<file path="src/rtl/fetch_unit.sv">
// Instruction-fetch stage: owns the PC, fetches over a req/ack port, and runs a
// FETCH/EXEC handshake with the control unit. A stalled fetch ends in a sticky FAULT.
module fetch_unit #(
  parameter int PC_W    = 10,
  parameter int INSTR_W = 16,
  parameter int TIMEOUT = 16
) (
  input  logic               clk,
  input  logic               reset,
  input  logic               s_inc,
  output logic               mem_req,
  output logic [PC_W-1:0]    mem_addr,
  input  logic               mem_ack,
  input  logic [INSTR_W-1:0] mem_rdata,
  output logic [INSTR_W-1:0] instr,
  output logic [5:0]         opcode,
  output logic               exec,
  output logic [PC_W-1:0]    pc,
  output logic [15:0]        retired,
  output logic               fault
);

  localparam int CNT_W = $clog2(TIMEOUT + 1);

  typedef enum logic [1:0] {
    S_FETCH = 2'd0,
    S_EXEC  = 2'd1,
    S_FAULT = 2'd2
  } state_t;

  state_t             state_q, state_d;
  logic [PC_W-1:0]    pc_q, pc_d;
  logic [INSTR_W-1:0] instr_q, instr_d;
  logic [15:0]        retired_q, retired_d;
  logic               fault_q, fault_d;
  logic [CNT_W-1:0]   wait_q, wait_d;

  always_ff @(posedge clk) begin
    if (reset) begin
      state_q   <= S_FETCH;
      pc_q      <= '0;
      instr_q   <= '0;
      retired_q <= '0;
      fault_q   <= 1'b0;
      wait_q    <= '0;
    end else begin
      state_q   <= state_d;
      pc_q      <= pc_d;
      instr_q   <= instr_d;
      retired_q <= retired_d;
      fault_q   <= fault_d;
      wait_q    <= wait_d;
    end
  end

  always_comb begin
    state_d   = state_q;
    pc_d      = pc_q;
    instr_d   = instr_q;
    retired_d = retired_q;
    fault_d   = fault_q;
    wait_d    = wait_q;
    case (state_q)
      S_FETCH: begin
        if (mem_ack) begin
          instr_d = mem_rdata;
          wait_d  = '0;
          state_d = S_EXEC;
        end else begin
          wait_d = wait_q + CNT_W'(1);
          // wait_q counts cycles already spent, so this is the TIMEOUT-th miss
          if (wait_q == CNT_W'(TIMEOUT - 1)) begin
            state_d = S_FAULT;
            fault_d = 1'b1;
          end
        end
      end
      S_EXEC: begin
        pc_d      = s_inc ? pc_q + PC_W'(1) : instr_q[PC_W-1:0];
        retired_d = retired_q + 16'd1;
        state_d   = S_FETCH;
      end
      default: ;
    endcase
  end

  // Reset gates the strobes combinationally so nothing leaks out while it is held.
  assign mem_req  = (state_q == S_FETCH) && !reset;
  assign exec     = (state_q == S_EXEC) && !reset;
  assign mem_addr = pc_q;
  assign pc       = pc_q;
  assign instr    = instr_q;
  assign opcode   = instr_q[INSTR_W-1:INSTR_W-6];
  assign retired  = retired_q;
  assign fault    = fault_q;

endmodule

</file>
<file path="config.mk">
export PLATFORM = sky130hd
export DESIGN_NAME = fetch_unit
export DESIGN_NICKNAME = d
export VERILOG_FILES = /design/src/rtl/fetch_unit.sv
export SDC_FILE = /design/constraint.sdc
export NUM_CORES = 1
export LEC_CHECK = 0
export ABC_AREA = 1
export BUFFER_PORTS_ARGS = -buffer_cell sky130_fd_sc_hd__buf_2
export CELL_PAD_IN_SITES_DETAIL_PLACEMENT = 0
export CELL_PAD_IN_SITES_GLOBAL_PLACEMENT = 2
export CORE_ASPECT_RATIO = 0.7
export CORE_UTILIZATION = 27
export CTS_CLUSTER_DIAMETER = 100
export DETAILED_ROUTE_END_ITERATION = 16
export GPL_TIMING_DRIVEN = 0
export PLACE_DENSITY_LB_ADDON = 0.1
export SLEW_MARGIN = 20
export SYNTH_ARGS = -nofsm -noshare
export SYNTH_HDL_FRONTEND = slang
export SYNTH_SLANG_ARGS = --single-unit
</file>
<file path="constraint.sdc">
create_clock -name clk -period 1.5 [get_ports clk]
set_input_delay 0.375 -clock clk [delete_from_list [all_inputs] [get_ports clk]]
set_output_delay 0.375 -clock clk [all_outputs]
set_load 0.01 [all_outputs]
</file>
==> metrics.cfg <==
[outcome]
status=finished, violations left
violations=negative setup slack

[route]
drt_first_pass_iters=4
drc=0
ant_nets=0
dr_total_vias=2426
wl_per_cell_um=12.8
vias_per_cell=4.32
dr.first_iter.drc_count=127
routed_wl_um=7200

[finish]
seqCellArea_um2=1010
fillCellCount=953
fin_area_um2=3310
area_growth_pct=35.1
fin_util_pct=38.4
n_antenna_cell=0
fin_nets=464
multi_input_area_um2=1140
drive_above_1_share_pct=32.4

[floorplanning]
core_um2=8620
fp.dieH_um=81.7
die_w_um=116
initial_core_util_pct=28.4
dieArea_um2=9460
ios=81
rows=28

[clock_network]
cts_tree=done
root_buffer=clkbuf_16
clkTransAtPathRegs_ns=0.07
cts_sinks=50
htreeDepth=2
insertion_delay_ns=0.29
cts_made_buffers=5
max-clock-path-buffers=2

[logic_synthesis]
syn_inst=346
ys_seq_elements=50
synth_cell_type_count=28
ys_seq_area_share_pct=40.9
synth_area_um2=2450
ys_warn_count=0
yosys-mux-area-fraction_pct=0
synth-simple-area-share_pct=29.5
synth-adder-area-share_pct=2.04
syn_avg_cell_area_um2=7.08
synth_nets=370
synth-compound-area-share_pct=11.7
synthXorXnorAreaFrac_pct=1.43
synth_top_family_by_area=simple AND/OR/NAND/NOR gates

[placement]
place_area_um2=3000
routabilityCongestion=0.754
hpwl_um=5350
dp_slack_ns=-0.306
port_buffers=79

[timing]
skew_ns=0.00528
hold_viol=0
period_share_pct=101
period_needed_ns=1.52
clock.fmax_mhz=658
setup_violations=1
timing.final.max_slew_violations=0
whs_ns=0.285
tightest_slew_ns=0.534
grt_setup_unrepaired=yes
slew_headroom_pct=64.4
fin_ws_ns=-0.0203

[job]
maxCapViolations=0

[global_routing]
grt_max_degree=16
grt_usage_pct=16.2
grt_antenna_before_repair=0
grt_remaining_overflow=0
grt_pass1_vias=2230
grt_pass1_wl_um=11500

[worst_hold_path]
hp-class=input port to flop

[setup_path]
critPathRequiredTime_ns=1.12
endpoint_kind=output pin
arrival_ns=1.15
crit_fanout=4
path_class=flop to output pin
critPathLaunchType=flop
r2r_slack_ns=0.08

[power]
power_leakage_uw=0.00158
peakVddDrop_mv=0.394
power_density_nw_per_um2=954

[sequential cells by signal (all words and copies together), names as in the netlist]
| register | count |
|---|---|
| wait_q | 5 |
| fault | 1 |
| state_q | 2 |
| retired | 16 |
| instr | 16 |
| mem_addr | 10 |
[cells in the mapped netlist, drive strengths merged]
library cell  count  area (µm²)
dfxtp            50        1000
a211oi            3        22.5
o21ai            30         150
buf              22         173
a21oi            21         105
nand4             6        37.5
or2               2        12.5
xor2              2        17.5
nand3            20         105
inv              40         150
xnor2             2        17.5
ha                4        50.1
clkinv            1        3.75
o41ai             1        8.76
nand2            55         209
clkbuf            5        28.8
nor3             12        82.6
nor2             70         275
[through the flow]
step	std cells	total power [µW]	setup TNS, ns
5_1_grt	561	3320	-0.202
3_5_place_dp	545	1870	-2.18
4_1_cts	559	3220	-0.0832
6_report	561	3160	-0.0203
2_1_floorplan	346	1700	0
3_3_place_gp	545	1870	-2.20
[timing repair]
item | 4_1_cts | 5_1_grt
buffers inserted | 6 | 2
resized for setup | 15 | 12
pin swaps | 4 | 4
cloned | 0 | 0
hold buffers | 0 | 0
endpoints found under the setup margin | 7 | 14
endpoints found under the hold margin | 0 | 0
[path summary, 6_finish.rpt]
path / startpoint / to / depth (start not counted)
hold / removal: mem_ack / wait_q[4] / 2
setup reg to reg: retired[1] / retired[14] / 7
setup / recovery: state_q[0] / exec / 6
hold reg to reg: fault / fault / 2
[cell usage in the layout (no fill, tap or decap), types with 2 or more instances in the layout]
| cell | count |
|---|---|
| nor3_4 | 2 |
| dfxtp_2 | 5 |
| inv_4 | 2 |
| clkbuf_16 | 5 |
| clkinv_2 | 2 |
| o21ai_1 | 3 |
| a21oi_1 | 21 |
| buf_4 | 24 |
| nand2_1 | 54 |
| nor2_4 | 6 |
| nand3_1 | 18 |
| nand4_1 | 6 |
| xor2_1 | 2 |
| xnor2_1 | 2 |
| dfxtp_1 | 44 |
| inv_1 | 36 |
| buf_6 | 5 |
| a211oi_1 | 3 |
| ha_1 | 4 |
| buf_2 | 78 |
| clkbuf_1 | 2 |
| o21ai_0 | 27 |
| or2_2 | 2 |
| nor3_1 | 9 |
| nand3_2 | 2 |
| nor2_1 | 64 |
[layer usage]
layer / up-vias / track usage (%) / share of wire (%)
li1: 1290 / - / -
met1: 1068 / 23.7 / 53
met2: 61 / 23.6 / 40
met3: 7 / 4.13 / 5.6
met4: 0 / 3.85 / 0.69
met5: - / 0 / 0
[critical path: stages, from the launching register on]
cell and delay (ns):
dfxtp_4 0.38, inv_4 0.04, nor2_4 0.08, buf_6 0.12
inv_6 0.03, nor2_4 0.08, buf_6 0.11
[where the power goes]
part	total, µW	internal, µW	switching (µW)
Combinational	415	187	228
Sequential	1440	1390	58.0
Clock	1300	782	516
Total	3160	2350	802
[kinds of logic (layout without fill, tap and decap cells)]
logic type | after synthesis | after routing
simple gates | 165 | 165
flops | 50 | 50
compound gates | 55 | 55
fa+ha+maj | 4 | 4
buf+inv | 68 | 163
xor+xnor | 4 | 4
[cell type report]
type / count / area share (%)
inverters: 41 / 4.95
multi-input cells: 228 / 34.3
repair buffers: 87 / 14.3
flip-flops and latches: 50 / 30.5
plain buffers: 27 / 6.35
clock inverters: 3 / 1.21
well taps: 120 / 4.54
clock buffers: 5 / 3.78
No activity file was read; power rests on OpenSTA's default activity.
